--- src/rtl/piso_serializer_pkg.sv ---
// Shared constants and state encoding for the parallel-in/serial-out serializer.
package piso_serializer_pkg;

  localparam int unsigned PISO_DATA_WIDTH = 16;
  localparam int unsigned PISO_NUM_REGS   = 8;

  typedef enum logic {
    IDLE,
    SHIFT
  } piso_state_e;

endpackage

--- src/rtl/piso_serializer_if.sv ---
// Parallel-vector and serial-stream handshake bundle for piso_serializer.
// sLast exists only when PISO_LAST_EN is defined.
interface piso_serializer_if
  import piso_serializer_pkg::*;
#(
  parameter int unsigned NUM_REGS   = PISO_NUM_REGS,
  parameter int unsigned DATA_WIDTH = PISO_DATA_WIDTH
);

  logic [NUM_REGS-1:0][DATA_WIDTH-1:0] pDataIn;
  logic                                pValid;
  logic                                pReady;
  logic [DATA_WIDTH-1:0]               serialDataOut;
  logic                                sValid;
  logic                                sReady;
`ifdef PISO_LAST_EN
  logic                                sLast;

  modport master (
    output pDataIn, pValid, sReady,
    input  pReady, serialDataOut, sValid, sLast
  );

  modport slave (
    input  pDataIn, pValid, sReady,
    output pReady, serialDataOut, sValid, sLast
  );
`else
  modport master (
    output pDataIn, pValid, sReady,
    input  pReady, serialDataOut, sValid
  );

  modport slave (
    input  pDataIn, pValid, sReady,
    output pReady, serialDataOut, sValid
  );
`endif

endinterface

--- src/rtl/piso_beat_counter.sv ---
// Loadable down-counter tracking words remaining in the current vector; saturates at 0.
module piso_beat_counter #(
  parameter  int unsigned NUM_REGS = 8,
  localparam int unsigned CW       = $clog2(NUM_REGS)
) (
  input  logic          clk,
  input  logic          rst,
  input  logic          load,
  input  logic          dec,
  output logic [CW-1:0] count,
  output logic          zero
);

  assign zero = (count == '0);

  always_ff @(posedge clk) begin
    if (rst) begin
      count <= '0;
    end else if (load) begin
      count <= CW'(NUM_REGS - 1);
    end else if (dec && !zero) begin
      count <= count - CW'(1);
    end
  end

endmodule

--- src/rtl/piso_serializer.sv ---
// Parallel-in/serial-out converter: word NUM_REGS-1 is emitted first, word 0 last.
// Define PISO_LAST_EN to add the registered sLast output.
module piso_serializer
  import piso_serializer_pkg::*;
#(
  parameter int unsigned NUM_REGS   = PISO_NUM_REGS,
  parameter int unsigned DATA_WIDTH = PISO_DATA_WIDTH
) (
  input logic              clk,
  input logic              rst,
  piso_serializer_if.slave bus
);

  localparam int unsigned CW = $clog2(NUM_REGS);

  piso_state_e                         state;
  logic [NUM_REGS-1:0][DATA_WIDTH-1:0] shreg;
  logic                                svalid;
  logic [CW-1:0]                       count;
  logic                                cnt_zero;
  logic                                p_ready;
  logic                                accept;
  logic                                beat;

  assign p_ready = !rst && ((state == IDLE) ||
                            (state == SHIFT && cnt_zero && bus.sReady));
  assign accept  = bus.pValid && p_ready;
  assign beat    = svalid && bus.sReady;

  assign bus.pReady        = p_ready;
  assign bus.sValid        = svalid;
  assign bus.serialDataOut = shreg[NUM_REGS-1];

  piso_beat_counter #(.NUM_REGS(NUM_REGS)) u_beat_counter (
    .clk   (clk),
    .rst   (rst),
    .load  (accept),
    .dec   (beat),
    .count (count),
    .zero  (cnt_zero)
  );

  // The top buffer word is the output register; shifting zeros in means the
  // last beat leaves serialDataOut at 0 when no new vector follows.
  always_ff @(posedge clk) begin
    if (rst) begin
      state  <= IDLE;
      shreg  <= '0;
      svalid <= 1'b0;
    end else begin
      unique case (state)
        IDLE: begin
          if (accept) begin
            shreg  <= bus.pDataIn;
            svalid <= 1'b1;
            state  <= SHIFT;
          end
        end
        SHIFT: begin
          if (bus.sReady) begin
            if (accept) begin
              shreg <= bus.pDataIn;
            end else begin
              shreg <= {shreg[NUM_REGS-2:0], DATA_WIDTH'(0)};
              if (cnt_zero) begin
                svalid <= 1'b0;
                state  <= IDLE;
              end
            end
          end
        end
        default: state <= IDLE;
      endcase
    end
  end

`ifdef PISO_LAST_EN
  logic slast;

  always_ff @(posedge clk) begin
    if (rst) begin
      slast <= 1'b0;
    end else if (accept) begin
      slast <= 1'b0;
    end else if (beat) begin
      slast <= (count == CW'(1));
    end
  end

  assign bus.sLast = slast;
`endif

endmodule

--- src/flat_wrapper.sv ---
// flat-port wrapper written by rule: the top's interface ports become plain ports
module piso_serializer_flat import piso_serializer_pkg::*;
#(
  parameter int unsigned NUM_REGS   = PISO_NUM_REGS,
  parameter int unsigned DATA_WIDTH = PISO_DATA_WIDTH
)
  (clk, rst, bus_pDataIn, bus_pValid, bus_sReady, bus_pReady, bus_serialDataOut, bus_sValid);
  piso_serializer_if #(.NUM_REGS(NUM_REGS), .DATA_WIDTH(DATA_WIDTH)) bus_i ();
  input logic clk;
  input logic rst;
  input wire logic [$bits(bus_i.pDataIn)-1:0] bus_pDataIn;
  input wire logic [$bits(bus_i.pValid)-1:0] bus_pValid;
  input wire logic [$bits(bus_i.sReady)-1:0] bus_sReady;
  output wire logic [$bits(bus_i.pReady)-1:0] bus_pReady;
  output wire logic [$bits(bus_i.serialDataOut)-1:0] bus_serialDataOut;
  output wire logic [$bits(bus_i.sValid)-1:0] bus_sValid;
  assign bus_i.pDataIn = bus_pDataIn;
  assign bus_i.pValid = bus_pValid;
  assign bus_i.sReady = bus_sReady;
  assign bus_pReady = bus_i.pReady;
  assign bus_serialDataOut = bus_i.serialDataOut;
  assign bus_sValid = bus_i.sValid;
  piso_serializer #(.NUM_REGS(NUM_REGS), .DATA_WIDTH(DATA_WIDTH)) u_core (.clk(clk), .rst(rst), .bus(bus_i));
endmodule
--- config.mk ---
export PLATFORM = sky130hd
export DESIGN_NAME = piso_serializer_flat
export DESIGN_NICKNAME = d
export VERILOG_FILES = /design/src/rtl/piso_serializer_pkg.sv /design/src/rtl/piso_serializer_if.sv /design/src/rtl/piso_beat_counter.sv /design/src/rtl/piso_serializer.sv /design/src/flat_wrapper.sv
export SDC_FILE = /design/constraint.sdc
export NUM_CORES = 1
export LEC_CHECK = 0
export CAP_MARGIN = 20
export CORE_MARGIN = 5
export CORE_UTILIZATION = 35
export DETAILED_ROUTE_END_ITERATION = 12
export SLEW_MARGIN = 5
export SYNTH_ARGS = -nofsm -noshare
export SYNTH_HDL_FRONTEND = slang
export SYNTH_SLANG_ARGS = --single-unit
--- constraint.sdc ---
create_clock -name clk -period 3.3 [get_ports clk]
set_input_delay 0.495 -clock clk [delete_from_list [all_inputs] [get_ports clk]]
set_output_delay 0.495 -clock clk [all_outputs]
set_load 0.02 [all_outputs]
After elaboration in Yosys (flattened, before gate mapping)
Cells that the tools add are included.

Register bits: 133. Output and inout port bits: 18. Word-level logic and storage cells: 46. Bits of input ports: 132.

Multiplexer cells: 16. Bitwise operators: 1. Add/sub/neg operators: 1. Reduce and logical (&&, ||, !) cells: 13. Equality and inequality tests: 4.

Operators by type and width (count): 2-to-1 mux 128 bit (3); one-hot mux 128 bit (2 select lines) (1); 2-to-1 mux 1 bit (8); logical AND 1 bit (6); 2-to-1 mux 3 bit (2); != test 2 bit, second input constant (3); one-hot mux 1 bit (2 select lines) (2); AND reduction 4 bit (1); logical NOT 3 bit (1); subtractor 3 x 1 -> 3 bit, second input constant (1); logical NOT 1 bit (2); != test 2 x 1 -> 1 bit, second input constant (1); AND reduction 2 bit (1); nonzero test 2 bit (1); logical OR 1 bit (1); NOT 1 bit (1).

Longest topological paths before layout
Gate-level depths: netlist of run 1.

Depth after elaboration: 9. Gate-level depth with buffers: 7. Gate-level depth less buffers: 5.

Modules after synthesis
Synthesis of run 1 repeated with hierarchy kept, for this count alone.

Cells, all modules: 748. Area, all modules: 6566.3 um^2.

Modules (own cells, without submodules): piso_serializer (area each 6392.4 um^2, sequential area each 2602.5 um^2, cells an instance 730, instances 1); piso_beat_counter (area each 173.9 um^2, sequential area each 60.1 um^2, cells an instance 18, instances 1).

Least setup slack after synthesis of run 1
OpenSTA, ideal clock, no wires.

Path type: input -> output. From: input port rst. To: output port bus_pReady. Cell stages on the path: 3. Path slack: 1620 ps. Buffers on the path: 2. Arrival time: 1185 ps. Required time: 2805 ps. Path through: clkbuf_2 -> buf_1 -> a21oi_1.

Cells in the longest elaborated chain, start to end: 2.

RTL lines: from (decl) (line flat_wrapper.sv:10) `input logic rst;`; logical NOT 1 bit (line piso_serializer.sv:25) `assign p_ready = !rst && ((state == IDLE) ||`; logical AND 1 bit (line piso_serializer.sv:25); to (decl) (line flat_wrapper.sv:14) `output wire logic [$bits(bus_i.pReady)-1:0] bus_pReady;`.

Every way passes these cells.

Final worst setup path of run 1
From: register u_core.u_beat_counter.count[0]. To: output port bus_pReady.

Cells in the longest elaborated chain, start to end: 5.

RTL lines: from (decl) (line piso_beat_counter.sv:10) `output logic [CW-1:0] count,`; from (signal assigned) (line piso_beat_counter.sv:20) `count <= CW'(NUM_REGS - 1);`; from (signal assigned) (line piso_beat_counter.sv:22) `count <= count - CW'(1);`; logical NOT 3 bit (line piso_beat_counter.sv:14) `assign zero = (count == '0);`; logical AND 1 bit (2 in a row) (line piso_serializer.sv:26) `(state == SHIFT && cnt_zero && bus.sReady));`; logical OR 1 bit (line piso_serializer.sv:25); logical AND 1 bit (line piso_serializer.sv:25).

Every way passes these cells.

==> flow_metrics.tcl, run 1 <==
set metrics [dict create \
    synth_top_cell_by_area "dfxtp_1" \
    hp-start "u_core.shreg[9]$_SDFFE_PP0P_" \
    fin_crit_ns 2.63 \
    startpoint_type "flop" \
    overflow 0 \
    nFillCells 1657 \
    cts_tree "yes" \
    port_buffers 149 \
    peakVddDrop_mv 0.383 \
    tns_ns 0 \
    core_sq_um 18000 \
    drtIter0Drc 478 \
    relSlewSlack_pct 39.3 \
    syn_to_final_growth_pct 30.6 \
    yosysSeqAreaShare_pct 41.8 \
    yosysUniqueCellTypes 33 \
    yosys-top-cells-area "dfxtp_1 42%, o221a_2 19%, o221a_1 14%" \
    ys_ff_latch 133 \
    post_route_cells_drive_above_1_share_pct 23.9 \
    yosys_most_used_dff "dfxtp_1" \
    hold_buffers 0 \
    power_density_nw_per_um2 541 \
    nNetsFinal 787 \
    synth_cells 559 \
    final_hold_viol_count 0 \
    setup_slack_ns 0.666 \
    ctsResizeCount 0 \
    io_pins 150 \
    synth.avg_cell_area_sq_um 11.4 \
    ant_nets 0 \
    synth.top_cell.area_share_pct 41.8 \
    cts.clk_slew.worst_paths_ns 0.06 \
    arrival_ns 2.14 \
    antenna_found_initial 0 \
    period_share_pct 79.8 \
    grt_pass1_wl_um 31400 \
    die_x_um 145 \
    yosysWarnings 0 \
    critPathKind "reg2out" \
    endpoint_kind "primary output" \
    grt_use_total_pct 18.5 \
    htreeDepth 4 \
    grt_max_degree 83 \
    die-height_um 145 \
    worstMarginPinSlew_ns 0.911 \
    r2r-start "u_core.state$_SDFF_PP0_" \
    dp.final_hpwl_um 13500 \
    finalSetupViolCount 0 \
    postCtsSetupRepairBufs 0 \
    syn-num-nets 693 \
    cap_violations 0 \
    synth_most_common_cell "dfxtp_1" \
    status "finished clean" \
    insertion_delay_ns 0.42 \
    p_leak_nw 2.94 \
    dr.pass1.iters 5 \
    synthArstFlopShare_pct 0 \
    dr_total_vias 5419 \
    numCtsBuffers 17 \
    synth_edf_count 0 \
    synth_common_cells "133 x dfxtp_1, 110 x o221a_2, 82 x o221a_1, 46 x buf_2, 36 x inv_1" \
    cts.sinks 133 \
    via_per_inst 6.07 \
    dieArea_sq_um 21000 \
    place_ws_ns 0.510 \
    gp_congestion 0.773 \
    cp.required_ns 2.80 \
    rsz0062_at_grt "no" \
    wirelength_um 20400 \
    cts.root.buffer_cell "clkbuf_16" \
    rows 49 \
    finClkSkew_ns 0.00657 \
    wl_per_cell_um 22.8 \
    crit_path_start "u_core.u_beat_counter.count[0]$_SDFFE_PP0P_" \
    grt_pass1_vias 5532 \
    max_freq_mhz 380 \
    netlist_area_sq_um 6370 \
    start_util_pct 35.5 \
    worstPathMaxFanout 5 \
    hold_class "reg2reg" \
    antenna_cells 0 \
    slew_viol_final 0 \
    cts.path.max_buffers 2 \
    drc 0 \
]
[layout by cell type (no fill, tap or decap), types with 2 or more instances in the layout]
cell type	count
clkbuf_8	2
bufinv_16	2
nor4_1	3
clkbuf_1	6
a311o_1	2
o221a_2	110
a22o_1	16
clkbuf_16	17
nor2_1	2
a311oi_1	32
o221a_1	82
a21oi_1	2
buf_4	12
inv_1	35
nor2b_1	2
nor3b_1	32
clkdlybuf4s50_1	148
dfxtp_1	133
buf_12	2
ha_1	2
clkinv_2	3
[per-layer routing]
layer	vias to the layer above	part of all wire [%]	track usage [%]	wire, um
met3	26	5.5	4.37	1130
met1	2656	46	24.5	9360
met2	198	46	29.5	9450
li1	2539	-	-	-
met4	0	2.2	6.54	450
met5	-	0	0	0
[state kept, by name, summed over array words and instances (netlist names)]
signal and count:
u_core.bus.sValid 1, u_core.bus.serialDataOut 16, u_core.shreg 112, u_core.state 1
u_core.u_beat_counter.count 3
[logic make-up (layout without fill, tap and decap cells)]
group,count (synthesis),count (layout),synth area share (%)
adder cells (fa/ha/maj),2,2,0.393
flip-flops,133,133,41.8
multiplexers,1,1,0.236
AND/OR/NAND/NOR,51,51,5.66
AO/OA/AOI/OAI,248,248,41.5
buffers and inverters,124,229,10.4
[critical path, cell delays in order (launching register included)]
cell             delay, ns
dfxtp_1               0.31
inv_1                 0.10
ha_1                  0.25
nand3b_1              0.17
a21oi_1               0.25
clkdlybuf4s50_1       0.65
[final timing paths]
check,slack [ns],cells after the start,to
hold / removal,0.49,1,u_core.shreg[9]$_SDFFE_PP0P_
hold reg to reg,0.49,1,u_core.shreg[9]$_SDFFE_PP0P_
setup reg to reg,1.02,5,u_core.bus.serialDataOut[7]$_SDFFE_PP0P_
setup / recovery,0.67,5,bus_pReady
[final cells by class]
class | count | area, sq um | area share, %
multi-input combinational | 302 | 3070 | 36.9
sequential | 133 | 2660 | 32.0
timing repair buffer | 163 | 1620 | 19.4
clock buffer | 25 | 475 | 5.71
tap | 229 | 287 | 3.44
inverter | 36 | 135 | 1.62
clock inverter | 5 | 75.1 | 0.902
[metrics by stage]
step	hold slack, ns	total power [mW]	std cells	utilization [%]	area, sq um
final	0.485	4.50	893	46.3	8320
after global routing	0.492	4.67	893	46.3	8320
after CTS	0.480	4.53	893	46.3	8320
after detailed placement	0.467	2.72	863	43.3	7770
after global placement	0.463	2.70	863	43.3	7770
after floorplan	0.449	2.38	559	-	6370
[report_power, final]
group	internal [mW]	leakage (nW)	total [mW]	switching, mW
combinational	0.446	1.57	0.817	0.371
clock	1.14	0.271	1.81	0.670
sequential	1.77	1.10	1.87	0.109
(Power assumes the default switching activity.)
==> run 2, diff against run 1 <==
clock period = 2.3 ns   (was 3.3 ns; I/O delays follow)
==> run 2 against run 1 <==
Against the previous run: sequential cell count did not move; worst setup slack lost 0.49 ns; routed wire length up 1.2%; clock skew is 0.0011 ns higher; highest routed layer unchanged; non-clock buffer count grew 5; via count grew 2.0%; clock power up 56%; cell count increased by 0.78%; global-route usage up 0.45 points; sequential share of layout area decreased by 0.52 points; first-iteration DRC count up 29%.
==> flow_metrics.tcl, run 2 (synthesized netlist as in run 1, its figures left out) <==
set metrics [dict create \
    status "finished clean" \
    power_switching_mw 1.78 \
    gp_congestion 0.762 \
    final_common_cell "clkdlybuf4s50_1" \
    dieArea_sq_um 21000 \
    overflow 0 \
    dr_total_vias 5525 \
    wirelength_um 20600 \
    die_x_um 145 \
    drtIter0Drc 617 \
    arrival_ns 1.78 \
    htreeDepth 4 \
    finalSetupViolCount 0 \
    rsz0062_at_grt "no" \
    power.total_mw 6.72 \
    final_hold_viol_count 0 \
    largest_register_ffs 112 \
    grt_use_total_pct 18.9 \
    numCtsBuffers 17 \
    dr.pass1.iters 6 \
    p_leak_nw 3.00 \
    relSlewSlack_pct 64.6 \
    power_density_nw_per_um2 794 \
    ant_nets 0 \
    startpoint_type "flop" \
    p_sw_share_pct 26.5 \
    worstPathMaxFanout 5 \
    antenna_found_initial 0 \
    via_per_inst 6.14 \
    top_register "u_core.shreg" \
    cts.path.max_buffers 2 \
    pwr-share-seq_pct 40.0 \
    fin_area_sq_um 8460 \
    max_freq_mhz 470 \
    grt_pass1_wl_um 32000 \
    reg2reg_slack_ns 0.38 \
    cts.sinks 133 \
    r2r-end "u_core.shreg[73]$_SDFFE_PP0P_" \
    insertion_delay_ns 0.42 \
    critPathKind "reg2out" \
    cts.root.buffer_cell "clkbuf_16" \
    grt_pass1_vias 5433 \
    grt_max_degree 113 \
    die-height_um 145 \
    start_util_pct 35.5 \
    p_comb_share_pct 17.8 \
    cp.required_ns 1.96 \
    cap_violations 0 \
    crit_path_start "u_core.u_beat_counter.count[0]$_SDFFE_PP0P_" \
    antenna_cells 0 \
    peakVddDrop_mv 0.598 \
    fin_crit_ns 2.13 \
    wl_per_cell_um 22.9 \
    post_route_cells_drive_above_1_share_pct 25.5 \
    syn_to_final_growth_pct 32.8 \
    finClkSkew_ns 0.00764 \
    dp.final_hpwl_um 13300 \
    tns_ns 0 \
    core_sq_um 18000 \
    hold_class "in2reg" \
    endpoint_kind "primary output" \
    power_frac_clock_pct 42.1 \
    rr_worst_depth 7 \
    hold_slack_ns 0.248 \
    slew_viol_final 0 \
    rows 49 \
    cts.clk_slew.worst_paths_ns 0.06 \
    nNetsFinal 792 \
    postCtsSetupRepairBufs 0 \
    drc 0 \
    worstMarginPinSlew_ns 0.531 \
    port_buffers 149 \
    layout_common_cells "147 x clkdlybuf4s50_1, 133 x dfxtp_1, 110 x o221a_2" \
    io_pins 150 \
    cts_tree "yes" \
    p_int_mw 4.94 \
    r2r-start "u_core.u_beat_counter.count[0]$_SDFFE_PP0P_" \
    period_share_pct 92.5 \
    placed_area_sq_um 7850 \
    crit_path_end "bus_pReady" \
]
[run 2: cell types whose count changed in the layout (fill, tap and decap cells not counted), moves of 3 or more]
cell        delta
inv_6          +4
buf_12         +3
clkbuf_1       -5
clkinvlp_4     +4
clkinv_2       -3
[run 2: per-layer routing]
layer  global-route usage (%)  vias up  share of wire, %
li1                         -     2554                 -
met1                     26.1     2734                46
met2                     28.9      215                46
met3                     4.99       22               6.5
met4                     6.17        0               1.9
met5                        0        -                 0
[run 2: worst max-delay path, stage by stage (launching register included)]
cell           delay (ns)
dfxtp_1              0.31
inv_1                0.10
ha_1                 0.26
nand3b_1             0.13
a21oi_1              0.21
dlygate4sd2_1        0.36
[run 2: what timing repair did]
item,4_1_cts,5_1_grt
resized for setup,1,0
hold buffers,0,0
setup endpoints to repair,1,0
[run 2: cell type report]
type,instances,area (sq um)
multi-input combinational,302,3070
inverter,36,135
sequential,133,2660
timing repair buffer,168,1690
tap,229,287
clock inverter,13,173
clock buffer,19,443
fill,1657,9500
[run 2: how the worst min path moves through the flow]
| stage | from | endpoint | slack [ns] | cells after the start |
|---|---|---|---|---|
| after floorplan | u_core.shreg[7]$_SDFFE_PP0P_ | u_core.shreg[7]$_SDFFE_PP0P_ | 0.45 | 1 |
| after global placement | u_core.shreg[10]$_SDFFE_PP0P_ | u_core.shreg[10]$_SDFFE_PP0P_ | 0.46 | 1 |
| after detailed placement | u_core.shreg[13]$_SDFFE_PP0P_ | u_core.shreg[13]$_SDFFE_PP0P_ | 0.47 | 1 |
| after CTS | rst | u_core.state$_SDFF_PP0_ | 0.22 | 2 |
| after global routing | rst | u_core.state$_SDFF_PP0_ | 0.24 | 2 |
| final | rst | u_core.state$_SDFF_PP0_ | 0.25 | 2 |
[run 2: stage by stage]
step,instances,util [%],setup slack (ns)
after floorplan,559,-,0.745
after global placement,868,43.7,0.125
after detailed placement,868,43.7,0.137
after CTS,900,47.1,0.155
after global routing,900,47.1,0.0428
final,900,47.1,0.174
[run 2: power by group through the flow]
stage	clock network, mW	registers [mW]	logic (mW)
5_1_grt	3.00	2.71	1.28
4_1_cts	2.88	2.69	1.20
6_report	2.83	2.69	1.20
3_3_place_gp	0	2.73	1.17
2_1_floorplan	0	2.67	0.751
3_5_place_dp	0	2.74	1.19
